`src/rtl/uart_receiver_if.sv`:
```
// uart_receiver_if: serial-side and parallel-side signals of the UART receiver.
//   clk_en      oversample tick, one-cycle pulse at OVERSAMPLE x baud
//   rx_enable   1 = start-bit detection armed
//   rx          asynchronous serial line, idles high
//   data_out    last good received word
//   data_valid  one-cycle pulse: data_out updated
//   frame_error one-cycle pulse: stop bit sampled low
//   busy        receiver not idle
// master = the side driving the line and ticks (bench / link); slave = the receiver.
interface uart_receiver_if #(
    parameter int DATA_BITS = 8
);
    logic                 clk_en;
    logic                 rx_enable;
    logic                 rx;
    logic [DATA_BITS-1:0] data_out;
    logic                 data_valid;
    logic                 frame_error;
    logic                 busy;

    modport master (
        output clk_en, rx_enable, rx,
        input  data_out, data_valid, frame_error, busy
    );

    modport slave (
        input  clk_en, rx_enable, rx,
        output data_out, data_valid, frame_error, busy
    );
endinterface

```
`src/rtl/uart_receiver.sv`:
```
// uart_receiver: 8N1-style UART receiver (start bit, DATA_BITS data bits LSB
// first, one stop bit). The line is oversampled on clk_en ticks and every bit
// is sampled at its centre.
// Ports:
//   clk  system clock, rising edge
//   rst  asynchronous active-high reset
//   bus  uart_receiver_if.slave (clk_en, rx_enable, rx in;
//        data_out, data_valid, frame_error, busy out)
module uart_receiver #(
    parameter int OVERSAMPLE = 16,
    parameter int DATA_BITS  = 8
) (
    input  logic            clk,
    input  logic            rst,
    uart_receiver_if.slave  bus
);
    localparam int CW = $clog2(OVERSAMPLE);
    localparam int BW = $clog2(DATA_BITS);

    localparam logic [CW-1:0] HALF_LAST = CW'(OVERSAMPLE / 2 - 1);
    localparam logic [CW-1:0] BIT_LAST  = CW'(OVERSAMPLE - 1);
    localparam logic [BW-1:0] LAST_BIT  = BW'(DATA_BITS - 1);

    typedef enum logic [2:0] {IDLE, START, DATA, STOP, BREAK} state_t;

    state_t               state, state_nxt;
    logic [CW-1:0]        cnt, cnt_nxt;
    logic [BW-1:0]        bit_cnt, bit_nxt;
    logic [DATA_BITS-1:0] shreg, shreg_nxt;
    logic [DATA_BITS-1:0] data_q, data_nxt;
    logic                 valid_q, valid_nxt;
    logic                 ferr_q, ferr_nxt;
    logic                 rx_meta, rx_sync;

    // Two-flop synchronizer runs every clock; it resets to the idle level so
    // reset never looks like a start bit.
    always_ff @(posedge clk or posedge rst) begin
        if (rst) begin
            rx_meta <= 1'b1;
            rx_sync <= 1'b1;
        end else begin
            rx_meta <= bus.rx;
            rx_sync <= rx_meta;
        end
    end

    always_ff @(posedge clk or posedge rst) begin
        if (rst) begin
            state   <= IDLE;
            cnt     <= '0;
            bit_cnt <= '0;
            shreg   <= '0;
            data_q  <= '0;
            valid_q <= 1'b0;
            ferr_q  <= 1'b0;
        end else begin
            state   <= state_nxt;
            cnt     <= cnt_nxt;
            bit_cnt <= bit_nxt;
            shreg   <= shreg_nxt;
            data_q  <= data_nxt;
            valid_q <= valid_nxt;
            ferr_q  <= ferr_nxt;
        end
    end

    always_comb begin
        state_nxt = state;
        bit_nxt   = bit_cnt;
        shreg_nxt = shreg;
        data_nxt  = data_q;
        // Strobes default low every clock so they last exactly one cycle even
        // when ticks are sparse.
        valid_nxt = 1'b0;
        ferr_nxt  = 1'b0;
        cnt_nxt   = cnt;

        if (bus.clk_en) begin
            case (state)
                IDLE: begin
                    if (bus.rx_enable && !rx_sync)
                        state_nxt = START;
                end
                START: begin
                    // Half a bit in: a high line here was a glitch.
                    if (cnt == HALF_LAST) begin
                        if (rx_sync) begin
                            state_nxt = IDLE;
                        end else begin
                            state_nxt = DATA;
                            bit_nxt   = '0;
                        end
                    end
                end
                DATA: begin
                    if (cnt == BIT_LAST) begin
                        shreg_nxt = {rx_sync, shreg[DATA_BITS-1:1]};
                        bit_nxt   = bit_cnt + BW'(1);
                        if (bit_cnt == LAST_BIT)
                            state_nxt = STOP;
                    end
                end
                STOP: begin
                    if (cnt == BIT_LAST) begin
                        if (rx_sync) begin
                            data_nxt  = shreg;
                            valid_nxt = 1'b1;
                            state_nxt = IDLE;
                        end else begin
                            ferr_nxt  = 1'b1;
                            state_nxt = BREAK;
                        end
                    end
                end
                BREAK: begin
                    // Hold off until the line recovers so a stuck-low line
                    // cannot spin out a stream of bogus frames.
                    if (rx_sync)
                        state_nxt = IDLE;
                end
                default: state_nxt = IDLE;
            endcase

            // Counter restarts at every state change and at each bit boundary,
            // so OVERSAMPLE need not be a power of two.
            if (state_nxt != state || cnt == BIT_LAST ||
                state == IDLE || state == BREAK)
                cnt_nxt = '0;
            else
                cnt_nxt = cnt + CW'(1);
        end
    end

    assign bus.data_out    = data_q;
    assign bus.data_valid  = valid_q;
    assign bus.frame_error = ferr_q;
    assign bus.busy        = (state != IDLE);

endmodule

```
`src/flat_wrapper.sv`:
```
// flat-port wrapper written by rule: the top's interface ports become plain ports
module uart_receiver_flat 
#(
    parameter int OVERSAMPLE = 16,
    parameter int DATA_BITS  = 8
)
  (clk, rst, bus_clk_en, bus_rx_enable, bus_rx, bus_data_out, bus_data_valid, bus_frame_error, bus_busy);
  uart_receiver_if #(.DATA_BITS(DATA_BITS)) bus_i ();
  input  logic clk;
  input  logic rst;
  input wire logic [$bits(bus_i.clk_en)-1:0] bus_clk_en;
  input wire logic [$bits(bus_i.rx_enable)-1:0] bus_rx_enable;
  input wire logic [$bits(bus_i.rx)-1:0] bus_rx;
  output wire logic [$bits(bus_i.data_out)-1:0] bus_data_out;
  output wire logic [$bits(bus_i.data_valid)-1:0] bus_data_valid;
  output wire logic [$bits(bus_i.frame_error)-1:0] bus_frame_error;
  output wire logic [$bits(bus_i.busy)-1:0] bus_busy;
  assign bus_i.clk_en = bus_clk_en;
  assign bus_i.rx_enable = bus_rx_enable;
  assign bus_i.rx = bus_rx;
  assign bus_data_out = bus_i.data_out;
  assign bus_data_valid = bus_i.data_valid;
  assign bus_frame_error = bus_i.frame_error;
  assign bus_busy = bus_i.busy;
  uart_receiver #(.OVERSAMPLE(OVERSAMPLE), .DATA_BITS(DATA_BITS)) u_core (.clk(clk), .rst(rst), .bus(bus_i));
endmodule
```
`config.mk`:
```
export PLATFORM = sky130hd
export DESIGN_NAME = uart_receiver_flat
export DESIGN_NICKNAME = d
export VERILOG_FILES = /design/src/rtl/uart_receiver_if.sv /design/src/rtl/uart_receiver.sv /design/src/flat_wrapper.sv
export SDC_FILE = /design/constraint.sdc
export NUM_CORES = 1
export LEC_CHECK = 0
export BUFFER_PORTS_ARGS = -buffer_cell sky130_fd_sc_hd__buf_2
export CORE_ASPECT_RATIO = 0.8
export CORE_MARGIN = 10
export CORE_UTILIZATION = 53
export CTS_BUF_LIST = sky130_fd_sc_hd__clkbuf_4
export CTS_CLUSTER_SIZE = 8
export DETAILED_ROUTE_END_ITERATION = 10
export PLACE_DENSITY = 0.74
export SETUP_SLACK_MARGIN = 0.02
export SYNTH_ARGS = -nofsm -noshare
export SYNTH_HDL_FRONTEND = slang
export SYNTH_SLANG_ARGS = --single-unit
```
`constraint.sdc`:
```
create_clock -name clk -period 2 [get_ports clk]
set_input_delay 0.2 -clock clk [delete_from_list [all_inputs] [get_ports clk]]
set_output_delay 0.2 -clock clk [all_outputs]
set_load 0.01 [all_outputs]
```
==> results.yml, run 1 <==
outcome:
  status: "completed"
global_routing:
  grt_max_degree: 21
  grt_pass1_wl_um: 4080
  antenna_found_initial: 0
  grt.total_usage_pct: 10.1
  grt_pass1_vias: 891
  grt-ovfl-total: 0
clock_tree:
  cts_tree: "built"
  cts_root_buf: "clkbuf_4"
  clk_pin_slew_worst_paths_ps: 90
  clockBufferDepth: 2
  cts_htree_levels: 2
  numCtsBuffers: 5
  cts_sinks: 30
  worstSkewPairLatency_ps: 310
placed_design:
  dp_cells: 157
  gp_congestion: 0.837
  portBuffers: 15
  hpwl_um: 1790
layout:
  fillers: 191
  antenna_cells: 0
  layoutNonFillerInstCount: 170
  drive_gt1_share_pct: 35.8
  multi_input_area_um2: 556
  most-common-layout-cells: "28 x dfrtp_1, 15 x buf_2, 10 x mux2_2, 9 x nand2_1"
  layout_commonest_cell: "dfrtp_1"
  seqCellArea_um2: 753
  syn2layout_area_growth_pct: 17.1
  layout.nets: 141
critical_path:
  cp-start-kind: "register"
  worstPathCellList: "ha_4 -> nand2_1 -> nor3b_2 -> and2b_1 -> and3_1 -> buf_12 -> mux2_1"
  cp-end-kind: "register"
  criticalPathCategory: "reg -> reg"
  cp_slowest_cell: "dfrtp_1"
  arrival_ps: 2160
  crit_fanout: 9
  critPathBufInv: 1
  crit_path_max_incr_delay_ps: 420
  required_ps: 2200
  crit_family: "simple AND/OR/NAND/NOR gates"
timing:
  hold_viol: 0
  maxSlewHeadroom_pct: 67.8
  post-route-period-util_pct: 98.0
  fmax_mhz: 510
  worst_pin_slew_ps: 478
  slew_violations: 0
  setup_viol: 0
  fin_crit_ps: 1960
  clock_skew_ps: 5.74
power_and_ir_drop:
  vdd_drop_max_v: 0.000511
  leakage_nw: 0.822
  p_seq_share_pct: 52.8
  power_mw: 1.39
  power_frac_clock_pct: 26.1
  p_sw_share_pct: 29.8
  internal_power_uw: 977
  p_per_area_mw_per_mm2: 880
  p_sw_uw: 415
  pwr-share-comb_pct: 21.0
die:
  dieArea_mm2: 0.00498
  core_area_mm2: 0.00244
  row_count: 16
  start_util_pct: 55.3
  pin_count: 16
  dieHeight_um: 65.1
  die_w_um: 76.4
synthesis:
  synth_area_mm2: 0.00135
  synth-seq-cells: 30
  synth.yosys.warnings: 0
  ys_seq_area_share_pct: 55.8
  syn_inst: 108
  syn_nets: 116
  avgSynthCellArea_um2: 12.5
  yosysUniqueCellTypes: 34
detailed_routing:
  vias: 902
  drt_wl_total_um: 2440
  ant_nets: 0
  dr.pass1.iters: 4
  drc: 0
  wire_per_inst_um: 14.3
  viasPerCell: 5.31
  drt_iter0_drc: 84
min_path:
  hold_class: "in -> reg"
run:
  maxCapViolCount: 0
## metal layers
layer / up-vias / global-route usage [%] / share of wire, %
met5: - / 0 / 0
met4: 0 / 4.86 / 1.6
met3: 5 / 4.48 / 6.3
met2: 25 / 15.7 / 45
met1: 441 / 12.0 / 47
li1: 431 / - / -
## cells in the mapped netlist
cell / instances / share of area (%)
ha_1: 3 / 2.8
mux2_2: 10 / 8.3
a211o_1: 1 / 0.65
a2111o_1: 1 / 0.83
o41ai_1: 1 / 0.65
nand2b_1: 1 / 0.46
nor4_2: 1 / 0.93
nor3b_2: 1 / 0.93
a21o_1: 1 / 0.56
o22ai_1: 2 / 0.93
o21ai_0: 1 / 0.37
nor2_4: 1 / 0.83
nor2_1: 8 / 2.2
dfstp_2: 2 / 3.9
buf_6: 1 / 0.83
o21a_1: 1 / 0.56
a22oi_1: 2 / 1.1
nor3_1: 2 / 0.74
o311ai_0: 1 / 0.65
a21o_2: 2 / 1.3
and2b_1: 1 / 0.56
o21ai_1: 1 / 0.37
a31o_2: 1 / 0.65
a22o_1: 2 / 1.3
mux2_1: 8 / 6.7
nand3_1: 2 / 0.74
and3_1: 3 / 1.4
dfrtp_1: 28 / 52
buf_2: 1 / 0.37
nand2_1: 9 / 2.5
buf_4: 3 / 1.7
inv_1: 4 / 1.1
xor2_1: 1 / 0.65
o211ai_1: 1 / 0.56
## state kept, by name, summed over array words and instances (netlist names)
signal and flops:
u_core.bit_cnt 3, u_core.bus.data_out 8, u_core.bus.data_valid 1, u_core.bus.frame_error 1, u_core.cnt 4, u_core.rx_meta 1
u_core.rx_sync 1, u_core.shreg 8, u_core.state 3
## layout make-up
| cell class | count | share of cell area [%] |
|---|---|---|
| Sequential cell | 30 | 47.6 |
| Clock buffer | 8 | 3.80 |
| Inverter | 4 | 0.949 |
| Multi-Input combinational cell | 69 | 35.1 |
| Timing Repair Buffer | 23 | 9.65 |
| Tap cell | 36 | 2.85 |
## worst register-to-register path, cell delays in order (launching register included)
cell and delay (ps):
dfrtp_1 420, ha_4 170, nand2_1 100, nor3b_2 300, and2b_1 180, and3_1 210, buf_12 140, mux2_1 320
## final timing paths
| path | start | to | slack (ps) | cells past startpoint |
|---|---|---|---|---|
| max in group asynchronous | rst | u_core.rx_meta | 940 | 4 |
| worst max-delay path | u_core.cnt[1] | u_core.bus.data_out[4] | 40 | 7 |
| worst min register to register | u_core.rx_meta | u_core.rx_sync | 360 | 0 |
| min in group asynchronous | rst | u_core.shreg[1] | 410 | 3 |
| worst min-delay path | bus_clk_en | u_core.cnt[1] | 240 | 3 |
| worst max register to register | u_core.cnt[1] | u_core.bus.data_out[4] | 40 | 7 |
## cell families (layout without fill, tap and decap cells)
group	count (synthesis)	count (layout)	synth area share, %
adder cells (fa/ha/maj)	3	3	2.78
AO/OA/AOI/OAI	18	18	10.5
multiplexers	18	18	15.0
AND/OR/NAND/NOR	29	29	11.3
buffers and inverters	9	35	3.98
flip-flops	30	30	55.8
XOR/XNOR	1	1	0.649
## power groups by stage
stage | Clock [mW] | Sequential, mW | Combinational [mW]
final | 0.364 | 0.735 | 0.293
after global routing | 0.419 | 0.741 | 0.328
after CTS | 0.377 | 0.722 | 0.279
after detailed placement | 0 | 0.735 | 0.275
after global placement | 0 | 0.733 | 0.263
after floorplan | 0 | 0.695 | 0.266
## repair_timing
item,in CTS,in global routing
hold buffers,2,0
buffers inserted,0,3
gates resized for setup,0,2
endpoints found under the hold margin,11,0
setup endpoints to repair,0,16
## metrics by stage
step	util (%)	area [µm²]	setup WS [ps]	hold slack [ps]	setup TNS [ps]
after floorplan	-	1350	232	204	0
after global placement	60.0	1470	98.7	190	0
after detailed placement	60.0	1470	62.4	192	0
after CTS	63.3	1550	60.4	219	0
after global routing	64.8	1580	-37.0	252	-420
final	64.8	1580	39.5	238	0
Power figures use the tool's default switching activity.
==> inputs of run 2 (changes only) <==
CORE_MARGIN = unset   (was 10)
RECOVER_POWER = 25   (was unset)
==> run 2 against run 1 <==
Clock power fell by 5.8%. Power rose by 0.38%. Clock skew fell by 1.7 ps. Critical path type unchanged.
==> results.yml, run 2 (synthesis results as in run 1) <==
timing:
  fin_crit_ps: 1950
  worst_pin_slew_ps: 503
  post-route-period-util_pct: 97.5
  slew_violations: 0
  fin_tns_setup_ps: 0
  maxSlewHeadroom_pct: 66.5
  clock_skew_ps: 4.07
  rsz0062_at_grt: "true"
  hold_viol: 0
  fmax_mhz: 513
  setup_viol: 0
power_and_ir_drop:
  internal_power_uw: 954
  vdd_drop_max_v: 0.000593
  p_per_area_mw_per_mm2: 876
  p_sw_uw: 443
  leakage_nw: 0.811
  power_frac_clock_pct: 24.5
  p_sw_share_pct: 31.7
  p_seq_share_pct: 53.3
  pwr-share-comb_pct: 22.2
detailed_routing:
  drt_iter0_drc: 20
  drt_wl_total_um: 2510
  dr.pass1.iters: 4
  drc: 0
  ant_nets: 0
  vias: 907
  wire_per_inst_um: 14.8
  viasPerCell: 5.37
layout:
  fillers: 167
  layout.nets: 142
  final_area_mm2: 0.00160
  utilization_pct: 70.2
  drive_gt1_share_pct: 35.6
  antenna_cells: 0
  layout_commonest_cell: "dfrtp_1"
  most-common-layout-cells: "28 x dfrtp_1, 13 x buf_2, 10 x mux2_2"
  layoutNonFillerInstCount: 169
  syn2layout_area_growth_pct: 18.2
clock_tree:
  clk_pin_slew_worst_paths_ps: 90
  cts_root_buf: "clkbuf_4"
  numCtsBuffers: 5
  cts_tree: "built"
  clockBufferDepth: 2
  cts_sinks: 30
  worstSkewPairLatency_ps: 320
  cts_htree_levels: 2
critical_path:
  critPathBufInv: 1
  crit_family: "simple AND/OR/NAND/NOR gates"
  worstPathCellList: "ha_4 -> nand2_2 -> nor3b_4 -> and2b_1 -> and3_1 -> buf_12 -> mux2_1"
  cp-start-kind: "register"
  arrival_ps: 2160
  crit_fanout: 9
  crit_path_max_incr_delay_ps: 440
  required_ps: 2210
  criticalPathCategory: "reg -> reg"
  cp-end-kind: "register"
  cp_slowest_cell: "dfrtp_1"
global_routing:
  grt-ovfl-total: 0
  grt_pass1_wl_um: 3970
  antenna_found_initial: 0
  grt_pass1_vias: 855
  grt.total_usage_pct: 20.7
  grt_max_degree: 18
die:
  dieArea_mm2: 0.00275
  start_util_pct: 59.4
  pin_count: 16
  core_area_mm2: 0.00227
  dieHeight_um: 47.1
  row_count: 15
  die_w_um: 58.4
min_path:
  hold_class: "in -> reg"
run:
  maxCapViolCount: 0
placed_design:
  placed_area_mm2: 0.00146
  gp_congestion: 0.872
  dp_cells: 155
  hpwl_um: 1720
  portBuffers: 15
outcome:
  status: "completed"
==> run 2: timing repair <==
action	in CTS	in global routing
hold endpoints to repair	14	0
gates cloned	0	1
setup buffers	1	2
hold buffers	2	0
endpoints found under the setup margin	8	17
resized for setup	1	5
pin swaps	1	3
==> run 2: area by class of cell <==
type                    count  area [µm²]  area share (%)
flip-flops and latches     30         753            47.2
multi-input cells          70         581            36.4
repair buffers             23         150            9.41
clock buffers               6        45.0            2.82
well taps                  34        42.5            2.67
inverters                   4        15.0           0.941
clock inverters             2        8.76           0.549
==> run 2: path summary, 6_finish.rpt <==
path	startpoint	end	slack (ps)	cells past startpoint
worst max-delay path	u_core.cnt[0]	u_core.bus.data_out[3]	50	7
worst min-delay path	bus_clk_en	u_core.cnt[1]	240	3
worst max register to register	u_core.cnt[0]	u_core.bus.data_out[3]	50	7
worst min register to register	u_core.rx_meta	u_core.rx_sync	360	0
max in group asynchronous	rst	u_core.rx_sync	880	4
min in group asynchronous	rst	u_core.bus.data_out[3]	440	3
==> run 2: stage by stage <==
step | total power, mW | worst slack [ps] | hold slack, ps
3_3_place_gp | 0.994 | 113 | 239
2_1_floorplan | 0.962 | 232 | 204
3_5_place_dp | 1.01 | 18.3 | 249
6_report | 1.40 | 49.3 | 239
4_1_cts | 1.36 | 21.8 | 213
5_1_grt | 1.49 | -19.8 | 249
==> run 2: metal layers <==
metal / routed length [µm] / up-vias / GRT usage [%]
li1: - / 444 / -
met1: 1170 / 446 / 26.5
met2: 1240 / 12 / 32.9
met3: 68 / 5 / 5.79
met4: 31 / 0 / 11.4
met5: 0 / - / 0
==> run 2: worst min-delay path, delay by kind of cell <==
| kind | cells | cell delay [ps] |
|---|---|---|
| simple gates | 1 | 80 |
| compound gates | 1 | 60 |
| buf+inv | 1 | 170 |
==> run 2: power groups by stage <==
stage               Clock, mW  Sequential, mW  Combinational (mW)
floorplan                   0           0.695               0.266
global placement            0           0.735               0.259
detailed placement          0           0.740               0.266
CTS                     0.352           0.730               0.275
global route            0.383           0.755               0.352
finish                  0.343           0.745               0.310
